$ cat src/rtl/instr_encoder.sv
// Encodes symbolic RV32I requests (R/LOAD/STORE/BEQ/ADDI) into a DEPTH-entry FIFO; one-cycle push-to-output latency.
// Backpressure: in_ready drops only on a registered full count; out_* hold while out_valid && !out_ready.
module instr_encoder #(
    parameter int DEPTH  = 4,
    parameter int ADDR_W = 8
) (
    input  logic                     clk,
    input  logic                     reset,
    input  logic                     in_valid,
    output logic                     in_ready,
    input  logic [2:0]               in_kind,
    input  logic [2:0]               in_funct3,
    input  logic                     in_f7b5,
    input  logic [4:0]               in_rd,
    input  logic [4:0]               in_rs1,
    input  logic [4:0]               in_rs2,
    input  logic [12:0]              in_imm,
    output logic                     out_valid,
    input  logic                     out_ready,
    output logic [31:0]              out_instr,
    output logic [ADDR_W-1:0]        out_addr,
    output logic                     err_illegal,
    output logic [$clog2(DEPTH):0]   count
);

    localparam int PW = $clog2(DEPTH);
    localparam int CW = PW + 1;

    logic [31:0]       r_mem [DEPTH];
    logic [PW-1:0]     r_wr_ptr;
    logic [PW-1:0]     r_rd_ptr;
    logic [CW-1:0]     r_count;
    logic [ADDR_W-1:0] r_addr;
    logic              r_err;

    logic [31:0] w_word;
    logic        w_legal;
    logic        w_take;
    logic        w_push;
    logic        w_pop;
    logic        w_unused_imm0;

    // Branch offsets are always even, so bit 0 of the immediate never reaches the word.
    assign w_unused_imm0 = in_imm[0];

    always_comb begin
        w_word  = '0;
        w_legal = 1'b1;
        case (in_kind)
            3'd0: w_word = {1'b0, in_f7b5, 5'b0, in_rs2, in_rs1, in_funct3, in_rd, 7'b0110011};
            3'd1: w_word = {in_imm[11:0], in_rs1, in_funct3, in_rd, 7'b0000011};
            3'd2: w_word = {in_imm[11:5], in_rs2, in_rs1, in_funct3, in_imm[4:0], 7'b0100011};
            3'd3: w_word = {in_imm[12], in_imm[10:5], in_rs2, in_rs1, 3'b000,
                            in_imm[4:1], in_imm[11], 7'b1100011};
            3'd4: w_word = {in_imm[11:0], in_rs1, 3'b000, in_rd, 7'b0010011};
            default: w_legal = 1'b0;
        endcase
    end

    assign in_ready    = (r_count < CW'(DEPTH));
    assign out_valid   = (r_count != '0);
    assign w_take      = in_valid && in_ready;
    assign w_push      = w_take && w_legal;
    assign w_pop       = out_valid && out_ready;
    assign out_instr   = r_mem[r_rd_ptr];
    assign out_addr    = r_addr;
    assign err_illegal = r_err;
    assign count       = r_count;

    always_ff @(posedge clk) begin
        if (reset) begin
            r_wr_ptr <= '0;
            r_rd_ptr <= '0;
            r_count  <= '0;
            r_addr   <= '0;
            r_err    <= 1'b0;
            for (int i = 0; i < DEPTH; i++) begin
                r_mem[i] <= '0;
            end
        end else begin
            if (w_push) begin
                r_mem[r_wr_ptr] <= w_word;
                r_wr_ptr        <= r_wr_ptr + PW'(1);
            end
            if (w_pop) begin
                r_rd_ptr <= r_rd_ptr + PW'(1);
                r_addr   <= r_addr + ADDR_W'(1);
            end
            case ({w_push, w_pop})
                2'b10:   r_count <= r_count + CW'(1);
                2'b01:   r_count <= r_count - CW'(1);
                default: r_count <= r_count;
            endcase
            // An illegal request is consumed but only leaves a one-cycle error trace.
            r_err <= w_take && !w_legal;
        end
    end

endmodule

$ cat config.mk
export PLATFORM = sky130hd
export DESIGN_NAME = instr_encoder
export DESIGN_NICKNAME = d
export VERILOG_FILES = /design/src/rtl/instr_encoder.sv
export SDC_FILE = /design/constraint.sdc
export NUM_CORES = 1
export LEC_CHECK = 0
export CAP_MARGIN = 20
export CORE_MARGIN = 10
export CORE_UTILIZATION = 40
export DETAILED_ROUTE_END_ITERATION = 7
export HOLD_SLACK_MARGIN = 0.08
export PLACE_DENSITY = 0.75
export SYNTH_ARGS = -nofsm -noshare
export SYNTH_HDL_FRONTEND = slang
export SYNTH_SLANG_ARGS = --single-unit
$ cat constraint.sdc
create_clock -name clk -period 2.45 [get_ports clk]
set_clock_uncertainty 0.2 [all_clocks]
set_input_delay 0.49 -clock clk [delete_from_list [all_inputs] [get_ports clk]]
set_output_delay 0.49 -clock clk [all_outputs]
set_load 0.1 [all_outputs]
==> summary.md, run 1 <==
| Metric | Value |
|---|---|
| Largest net degree at the start of global routing | 30 |
| Final setup margin | -58.0 ps |
| Fin util | 0.561 |
| Setup TNS | -748 ps |
| CTS Buf Count | 17 |
| Met1 Wirelength | 5.87 mm |
| Pre-CTS setup slack | -304 ps |
| Initial Util | 0.410 |
| Final worst-path cycle share | 1.02 |
| Met2 wire len | 7.69 mm |
| Register area share after synthesis | 0.643 |
| Routed Antenna Nets | 0 |
| First-pass GRT wire length | 23.5 mm |
| Clock tree buffer depth | 2 |
| Number of H-tree levels | 4 |
| DRC | 0 |
| Vias per cell | 5.41 |
| WP data required | 1760 ps |
| Slew @ Worst Pin | 965 ps |
| Hold WC Path Type | register to register |
| DR WL met3 | 1.24 mm |
| Max-slew violation count | 0 |
| Synth Register Bits | roughly 130 |
| Top-area cell type share of the netlist area | 0.583 |
| PwrDens | 1110 nW/um^2 |
| WL per Instance | ~20 microns |
| Fill cell count | about 1.1k |
| Sequential power share | 0.309 |
| Count of cell types in the netlist | 42 |
| Cells after synthesis | 433 |
| Drt first-iter violations | about 290 |
| Violated checks | negative setup slack |
| Hold-critical path depth | 2 |
| Gpl congestion | 0.784 |
| Final Critical Period | 2510 ps |
| Area Growth Syn to Fin | 37.0% |
| Worst rel slew slack | 0.348 |
| Chip Width | approximately 140 microns |
| Layout cells sized above 1 | 0.307 |
| Max Clock Freq | around 400 MHz |
| RSZ-0062 raised after global routing | true |
| FP Rows | 44 |
| CTS tree | done |
| P_sw | 3.49 mW |
| Max_cap viols | 0 |
| GRT Util Overall | 0.152 |
| Switching Fraction | 0.385 |
| Hold_buf cts | 0 |
| Leading cell type in the layout, fill and taps excluded | edfxtp_1 |
| Endpoint class of the critical path | output pin |
| Core Region | around 15000 sq um |
| Sink Count | 134 |
| Final cell count without fillers | 745 |
| Setup crit start kind | register |
| Clock power frac | 0.261 |
| Setup Viol. Count Final | 16 |
| Most frequent cells in the layout | edfxtp_1, nor2_1, buf_4, buf_12 |
| Diode count | 0 |
| DR vias | 4030 |
| DP Cell Count | between 700 and 800 |
| Root Driver | clkbuf_16 |
| DRT Wirelength | 15.0 mm |
| Status | finished with violations |
| Fin nets | 590 |
| Initial antenna violation count | 1 |
| Clock-pin slew reported for the worst setup and hold paths after clock tree synthesis | 50 ps |
| FF-to-FF path depth | 4 |
| HPWL Detailed | between 9 and 10 mm |
| Comb pwr share | 0.430 |
| Area leader, netlist | edfxtp_1 |
| Yosys warns | 0 |
| CP max FO | 7 |
| CP Class | register to output pin |
| Die area | approximately 20000 sq um |
| Die H | 142 microns |
| Synth top area cells | edfxtp_1, mux4_2, dfxtp_1 |
| Critical Path AT | about 1800 ps |
| Buffers on Ports | 82 |
| Pre-antenna DRT Iters | 5 |
| Worst skew pair latency | 410 ps |
| Remaining global-route overflow | 0 |
| Top Layer Used | met5 |
| Syn_area_per_cell | 13.8 sq um |
| IO Count | 85 |
| Synth Cell Area | between 5000 and 6000 sq um |
| Vias in the first global route | 4371 |
| Max IR drop VDD | 1.00 mV |
| Hold Fails Final Rpt | 0 |
| Internal Power | 5.59 mW |
| P_leak | 3.06 nW |
## layout make-up
cell class | instances | area [sq um] | area share
Clock buffer | 26 | 522 | 0.0637
Clock inverter | 6 | 35.0 | 0.00428
Inverter | 22 | 82.6 | 0.0101
Multi-Input combinational cell | 251 | 1910 | 0.234
Sequential cell | 134 | 3850 | 0.471
Tap cell | 184 | 230 | 0.0281
Timing Repair Buffer | 122 | 1550 | 0.189
## final timing paths
| kind | slack, ps | to | start |
|---|---|---|---|
| max | -60 | out_instr[10] | register |
| min reg2reg | 290 | out_addr[7]$_SDFFE_PP0P_ | out_addr[7]$_SDFFE_PP0P_ |
| max reg2reg | 300 | r_mem[0][0]$_SDFFCE_PN0P_ | count[2]$_SDFFE_PP0P_ |
| min | 290 | out_addr[7]$_SDFFE_PP0P_ | out_addr[7]$_SDFFE_PP0P_ |
## per-layer routing
metal / vias up / GRT usage
met3: 18 / 0.0534
met4: 2 / 0.0533
met2: 162 / 0.255
li1: 1846 / -
met1: 2002 / 0.176
met5: - / 0
## worst max-delay path, stage by stage (launching register included)
cell and delay, ps:
dfxtp_4 410, buf_12 130, buf_16 140, mux4_2 540, buf_12 190
## power by group through the flow
| stage | clock, mW | sequential [mW] | combinational (mW) |
|---|---|---|---|
| finish | 2.37 | 2.80 | 3.91 |
| global placement | 0 | 2.82 | 3.73 |
| global route | 2.49 | 2.82 | 4.05 |
| floorplan | 0 | 3.01 | 2.31 |
| detailed placement | 0 | 2.83 | 3.75 |
| CTS | 2.39 | 2.81 | 3.99 |
## stage by stage
stage,hold WS [ps],area (sq um),power [mW]
global route,313,8190,9.37
global placement,263,7530,6.55
detailed placement,276,7530,6.58
CTS,287,8220,9.19
floorplan,285,6020,5.31
finish,286,8190,9.09
## kinds of logic after synthesis
group / count (synthesis) / share of synthesized area
simple gates: 141 / 0.114
compound gates: 64 / 0.0636
flops: 134 / 0.643
xor+xnor: 7 / 0.0103
mux: 34 / 0.118
other cells: 1 / 0.000627
buf+inv: 49 / 0.0433
fa+ha+maj: 3 / 0.00753
## synthesized netlist by cell type
master	count
mux4_2	29
o311ai_0	2
mux2_2	1
conb_1	1
nor2_1	71
a21o_1	1
nor2b_1	3
a211o_1	2
or3b_4	1
nand4_1	6
o31ai_1	2
clkinv_1	1
nor3_1	1
mux2i_1	4
or4_4	1
fa_1	1
xor2_1	7
and3_1	1
o31ai_2	1
inv_1	21
or4_1	2
buf_1	1
or2b_1	1
clkbuf_1	9
nand2_1	10
o211ai_1	5
buf_2	6
o21ai_0	7
nand2b_1	6
a32oi_1	4
nand3_1	10
buf_4	4
ha_1	2
nor3b_1	1
dfxtp_1	18
edfxtp_1	116
a21oi_1	38
buf_6	7
o21ai_1	1
or3_1	8
o21a_1	1
nor2_2	19
## repair_timing
action,4_1_cts,5_1_grt
cloned,3,0
resized for setup,4,0
setup endpoints to repair,30,30
buffers inserted,2,0
## registers in the layout, summed over array words and instances, names as in the netlist, named ones only
signal,flops
count,3
err_illegal,1
out_addr,8
r_mem,116
r_rd_ptr,2
r_wr_ptr,2
Note: power is estimated with default switching activity, not from simulation.
==> inputs of run 2 (changes only) <==
==> constraint.sdc (replaced) <==
create_clock -name clk -period 2.45 [get_ports clk]
set_clock_uncertainty 0.2 [all_clocks]
set_input_delay 0.49 -clock clk [delete_from_list [all_inputs] [get_ports clk]]
set_output_delay 0.49 -clock clk [all_outputs]
set_load 0.005 [all_outputs]
==> run 2 against run 1 <==
The flow now finishes without violations. Power down 21%. Core utilization down 2.1 points. Flip-flop and latch count unchanged. Critical path depth unchanged. Worst hold slack better by 19 ps. Largest cell class unchanged.
==> summary.md, run 2 (same netlist as run 1, synthesis figures left out) <==
| Metric | Value |
|---|---|
| PwrDens | 910 nW/um^2 (-18%) |
| CP max FO | 7 (unchanged) |
| Worst skew pair latency | 420 ps (about the same) |
| Layout cells sized above 1 | 0.287 (-0.0196) |
| Die area | 20200 sq um (unchanged) |
| Critical Path AT | 1730 ps (-90 ps) |
| Vias in the first global route | 4350 (-0.48%) |
| Hold WC Path Type | register to register |
| WP data required | 1760 ps (about the same) |
| First-pass GRT wire length | 23.5 mm (about the same) |
| Largest Register | r_mem |
| Initial antenna violation count | 1 (unchanged) |
| FP Rows | 44 (unchanged) |
| HPWL Detailed | 9.66 mm (+2.6%) |
| Setup Viol. Count Final | 0 (-16) |
| Final Critical Period | 2420 ps (-87.9 ps) |
| IO Count | 85 (unchanged) |
| WL per Instance | 19.6 microns (-3.0%) |
| Max_cap viols | 0 (unchanged) |
| Clock-pin slew reported for the worst setup and hold paths after clock tree synthesis | 60 ps (about the same) |
| Largest net degree at the start of global routing | 30 (unchanged) |
| GRT Util Overall | 0.150 (-0.00122) |
| Fin nets | 597 (+1.2%) |
| Clock tree buffer depth | 2 (unchanged) |
| Worst rel slew slack | 0.360 (+0.0119) |
| Area Growth Syn to Fin | 31.9% |
| Number of H-tree levels | 4 (unchanged) |
| DRC | 0 (unchanged) |
| Switching Fraction | 0.254 (-0.131) |
| Sink Count | 134 (unchanged) |
| Sequential power share | 0.389 (+0.080) |
| Setup crit start kind | register |
| FF/Latch Area | 3850 sq um (-0.13%) |
| Internal Power | 5.35 mW (-4.3%) |
| CTS Buf Count | 17 (unchanged) |
| Fill cell count | 1165 (+3.8%) |
| Max Clock Freq | 413 MHz (+3.6%) |
| Leading cell type in the layout, fill and taps excluded | edfxtp_1 |
| Multi-input logic area | 1890 sq um (-1.4%) |
| Gpl congestion | 0.808 (+3.1%) |
| Core Region | 14600 sq um (unchanged) |
| Most frequent cells in the layout | edfxtp_1, nor2_1, clkdlybuf4s50_1, a21oi_1 |
| Initial Util | 0.410 (unchanged) |
| RR Endpoint | r_mem[0][19]$_SDFFCE_PN0P_ |
| Hold-critical path depth | 2 (unchanged) |
| Die H | 142 microns (unchanged) |
| Setup TNS | 0 ps (+748 ps) |
| Vias per cell | 5.35 (-1.1%) |
| Slew @ Worst Pin | 948 ps (-17.7 ps) |
| Status | complete, no violations |
| Diode count | 0 (unchanged) |
| Comb pwr share | 0.244 (-0.186) |
| RSZ-0062 raised after global routing | true |
| R2R Setup Slk | 320 ps (+20 ps) |
| Drt first-iter violations | 351 (+20%) |
| Min-Delay Endpoint | out_addr[6]$_SDFFE_PP0P_ |
| P_leak | 2.93 nW (-4.2%) |
| CTS tree | done |
| Overall Power | 7.17 mW (-21%) |
| FF-to-FF path depth | 4 (unchanged) |
| Routed Antenna Nets | 0 (unchanged) |
| DRT Wirelength | 14.7 mm (-2.1%) |
| DR vias | 4024 (-0.15%) |
| Max IR drop VDD | 0.721 mV (-28%) |
| Hold wc startpoint | out_addr[6]$_SDFFE_PP0P_ |
| Hold Fails Final Rpt | 0 (unchanged) |
| Pre-antenna DRT Iters | 5 (unchanged) |
| RR Startpoint | count[2]$_SDFFE_PP0P_ |
| Remaining global-route overflow | 0 (unchanged) |
| Hold_buf cts | 0 (unchanged) |
| CP Class | register to output pin |
| Chip Width | 142 microns (unchanged) |
| Buffers on Ports | 82 (unchanged) |
| Root Driver | clkbuf_16 |
| Max FFs per register | 116 (unchanged) |
| Endpoint class of the critical path | output pin |
| Clock power frac | 0.367 (+0.106) |
| Final worst-path cycle share | 0.988 (-0.0359) |
| P_sw | 1.82 mW (-48%) |
| Max-slew violation count | 0 (unchanged) |
-- run 2: cell count changes in the layout (fill, tap and decap cells not counted), moves of 3 or more --
cell,delta
buf_12,-29
buf_2,+19
buf_4,-13
buf_6,+12
bufinv_16,+4
clkbuf_1,-5
clkbuf_2,+5
clkdlybuf4s50_1,+14
clkinv_1,+3
clkinvlp_4,+6
inv_4,-4
-- run 2: repair_timing --
action	4_1_cts	5_1_grt
gates cloned	1	0
buffers inserted	10	0
pin swaps	0	0
setup endpoints to repair	30	17
hold endpoints to repair	0	0
resized for setup	114	16
-- run 2: final cells by class --
cell class / count / share of cell area
clock inverters: 15 / 0.0236
clock buffers: 17 / 0.0540
well taps: 184 / 0.0292
multi-input cells: 251 / 0.239
repair buffers: 129 / 0.155
flip-flops and latches: 134 / 0.488
inverters: 22 / 0.0105
-- run 2: routing by layer --
metal,wire length (microns),global-route usage
met1,5750,0.179
met5,18,0
met3,1210,0.0531
met4,200,0.0495
met2,7550,0.248
-- run 2: how the worst max path moves through the flow --
stage | from | end | slack, ps | depth (start not counted)
2_1_floorplan | in_kind[1] | count[2]$_SDFFE_PP0P_ | 0.1 | 9
3_3_place_gp | in_valid | r_mem[0][18]$_SDFFCE_PN0P_ | -240 | 5
3_5_place_dp | in_valid | r_mem[0][18]$_SDFFCE_PN0P_ | -280 | 5
4_1_cts | register | out_instr[11] | -60 | 5
5_1_grt | register | out_instr[23] | -20 | 4
6_report | register | out_instr[23] | 30 | 4
-- run 2: worst max-delay path, stage by stage (launching register included) --
cell and delay [ps]:
dfxtp_4 400, buf_12 150, buf_6 90, mux4_2 520, buf_6 140
-- run 2: power groups by stage --
stage,clock (mW),sequential (mW),combinational (mW)
final,2.63,2.79,1.75
after global routing,2.75,2.81,1.90
after CTS,2.65,2.78,1.84
after detailed placement,0,2.82,1.72
after global placement,0,2.81,1.70
after floorplan,0,2.77,0.880
-- run 2: stage by stage --
| step | hold slack, ps | util | cells | instance area, sq um | worst slack, ps |
|---|---|---|---|---|---|
| 2_1_floorplan | 268 | - | 434 | 5990 | 0.134 |
| 3_3_place_gp | 258 | 0.498 | 712 | 7270 | -240 |
| 3_5_place_dp | 293 | 0.498 | 712 | 7270 | -278 |
| 4_1_cts | 304 | 0.543 | 755 | 7920 | -63.0 |
| 5_1_grt | 351 | 0.540 | 752 | 7880 | -22.2 |
| 6_report | 305 | 0.540 | 752 | 7880 | 29.9 |
==> inputs of run 3 (changes only) <==
--- a/config.mk
+++ b/config.mk
@@ -9,8 +9,9 @@
 export CORE_MARGIN = 10
 export CORE_UTILIZATION = 40
 export DETAILED_ROUTE_END_ITERATION = 7
-export HOLD_SLACK_MARGIN = 0.08
+export HOLD_SLACK_MARGIN = 0.03
 export PLACE_DENSITY = 0.75
 export SYNTH_ARGS = -nofsm -noshare
 export SYNTH_HDL_FRONTEND = slang
 export SYNTH_SLANG_ARGS = --single-unit
+export TNS_END_PERCENT = 20
==> run 3 against run 2 <==
The flow now finishes with violations (negative setup slack). Clock-buffer cell count stayed put. Combinational power about the same. Critical path depth unchanged. Flip-flop and latch count did not move. Via count rose by 2.0%. Global-route usage rose by 0.25 points. First-iteration DRC count rose by 19%. Die area is the same. Worst hold slack gained 5.9 ps. Register-to-register slack worse by 90 ps. Sequential share of layout area increased by 0.43 points. Critical path type unchanged. Critical endpoint is now out_instr[21].
==> summary.md, run 3 (same netlist as run 1, synthesis figures left out) <==
| Metric | Value |
|---|---|
| Fill cell count | 1192 (+2.3%) |
| Max Clock Freq | 406 MHz (-1.7%) |
| Final setup margin | -12.4 ps (-42.3 ps) |
| Core Region | 14600 sq um (unchanged) |
| Hold_buf cts | 0 (unchanged) |
| Vias in the first global route | 4297 (-1.2%) |
| Final worst-path cycle share | 1.01 (+0.0173) |
| Max-slew violation count | 0 (unchanged) |
| PwrDens | 889 nW/um^2 (-2.2%) |
| CP max FO | 8 (+1) |
| Initial antenna violation count | 2 (+1) |
| Sink Count | 134 (unchanged) |
| Setup Viol. Count Final | 2 (+2) |
| Hold-critical path depth | 2 (unchanged) |
| Fin nets | 597 (unchanged) |
| Endpoint class of the critical path | output pin |
| Buffers on Ports | 82 (unchanged) |
| Clock tree buffer depth | 2 (unchanged) |
| HPWL Detailed | 9.68 mm (+0.22%) |
| Initial Util | 0.410 (unchanged) |
| Critical Path AT | 1770 ps (+40 ps) |
| IO Count | 85 (unchanged) |
| Drt first-iter violations | 417 (+19%) |
| Area Growth Syn to Fin | 30.7% |
| Final instance area | 7810 sq um (-0.90%) |
| Gpl congestion | 0.803 (-0.57%) |
| GRT Util Overall | 0.153 (+0.00248) |
| Setup TNS | -17.3 ps (-17.3 ps) |
| Slew @ Worst Pin | 932 ps (-15.6 ps) |
| Internal Power | 5.12 mW (-4.3%) |
| Vias per cell | 5.45 (+1.9%) |
| CTS Buf Count | 17 (unchanged) |
| Die area | 20200 sq um (unchanged) |
| Hold WC Path Type | register to register |
| FF-to-FF path depth | 4 (unchanged) |
| First-pass GRT wire length | 23.6 mm (+0.65%) |
| DP Cell Count | 712 (unchanged) |
| Hold Fails Final Rpt | 0 (unchanged) |
| Pre-antenna DRT Iters | 5 (unchanged) |
| Final Critical Period | 2460 ps (+42.3 ps) |
| Fin util | 0.536 (-0.00489) |
| Final cell count without fillers | 753 (+0.13%) |
| Max IR drop VDD | 0.816 mV (+13%) |
| CP Class | register to output pin |
| Switching Fraction | 0.263 (+0.00926) |
| WP data required | 1760 ps (about the same) |
| RSZ-0062 raised after global routing | true |
| Leading cell type in the layout, fill and taps excluded | edfxtp_1 |
| Max FFs per register | 116 (unchanged) |
| P_sw | 1.83 mW (+0.42%) |
| Comb pwr share | 0.248 (+0.004) |
| Violated checks | negative setup slack |
| FP Rows | 44 (unchanged) |
| Status | finished with violations |
| Setup crit start kind | register |
| Layout cells sized above 1 | 0.276 (-0.0106) |
| Chip Width | 142 microns (unchanged) |
| Max_cap viols | 0 (unchanged) |
| Worst skew pair latency | 420 ps (about the same) |
| WL per Instance | 20.3 microns (+3.6%) |
| Placed cell areas | 7260 sq um (about the same) |
| Worst rel slew slack | 0.371 (+0.0105) |
| Largest Register | r_mem |
| Largest net degree at the start of global routing | 30 (unchanged) |
| P_leak | 2.92 nW (-0.27%) |
| Overall Power | 6.95 mW (-3.1%) |
| Most frequent cells in the layout | edfxtp_1, nor2_1, clkdlybuf4s50_1, a21oi_1, buf_4 |
| DRC | 0 (unchanged) |
| Die H | 142 microns (unchanged) |
| Remaining global-route overflow | 0 (unchanged) |
| CTS tree | done |
| Sequential power share | 0.402 (+0.013) |
| Routed Antenna Nets | 0 (unchanged) |
| Clock-pin slew reported for the worst setup and hold paths after clock tree synthesis | 60 ps (about the same) |
| Root Driver | clkbuf_16 |
| DRT Wirelength | 15.3 mm (+3.7%) |
| Clock power frac | 0.350 (-0.017) |
| Number of H-tree levels | 4 (unchanged) |
| DR vias | 4104 (+2.0%) |
run 3: cell types whose count changed in the layout (fill, tap and decap cells not counted), moves of 3 or more:
cell	previous run	this run
clkinvlp_4	6	1
buf_6	12	7
clkbuf_2	5	9
buf_4	29	32
run 3: worst paths after layout:
| path | startpoint | end | slack, ps |
|---|---|---|---|
| min reg2reg | out_addr[7]$_SDFFE_PP0P_ | out_addr[7]$_SDFFE_PP0P_ | 310 |
| max reg2reg | count[2]$_SDFFE_PP0P_ | r_mem[0][30]$_SDFFCE_PN0P_ | 230 |
| max | register | out_instr[21] | -10 |
| min | out_addr[7]$_SDFFE_PP0P_ | out_addr[7]$_SDFFE_PP0P_ | 310 |
run 3: layout make-up:
type,count,area [sq um],share of cell area
Timing Repair Buffer,129,1210,0.155
Clock inverter,15,136,0.0175
Tap cell,184,230,0.0295
Multi-Input combinational cell,251,1880,0.241
Antenna cell,1,2.50,0.000320
Sequential cell,134,3850,0.492
Clock buffer,17,425,0.0545
Inverter,22,82.6,0.0106
run 3: metrics by stage:
stage	hold slack [ps]	setup slack, ps
after floorplan	268	-122
after global placement	260	-252
after detailed placement	306	-307
after CTS	312	-80.1
after global routing	330	-60.8
final	311	-12.4
run 3: metal layers:
metal,share of wire,track usage
met2,0.51,0.254
met1,0.40,0.182
met3,0.075,0.0527
met5,0.00085,0
met4,0.012,0.0500
run 3: power groups by stage:
stage          sequential (mW)  combinational (mW)  clock (mW)
3_5_place_dp              2.82                1.71           0
5_1_grt                   2.81                1.87        2.56
6_report                  2.79                1.72        2.43
3_3_place_gp              2.81                1.69           0
4_1_cts                   2.79                1.78        2.46
2_1_floorplan             2.77               0.879           0
run 3: what timing repair did:
| action | in CTS | in global routing |
|---|---|---|
| resized for setup | 106 | 13 |
| setup endpoints to repair | 30 | 27 |
| gates cloned | 2 | 0 |
| setup buffers | 6 | 1 |
run 3: critical path: stages (launching register included):
cell and delay, ps:
dfxtp_4 420, buf_12 150, buf_6 100, mux4_2 530, buf_6 140
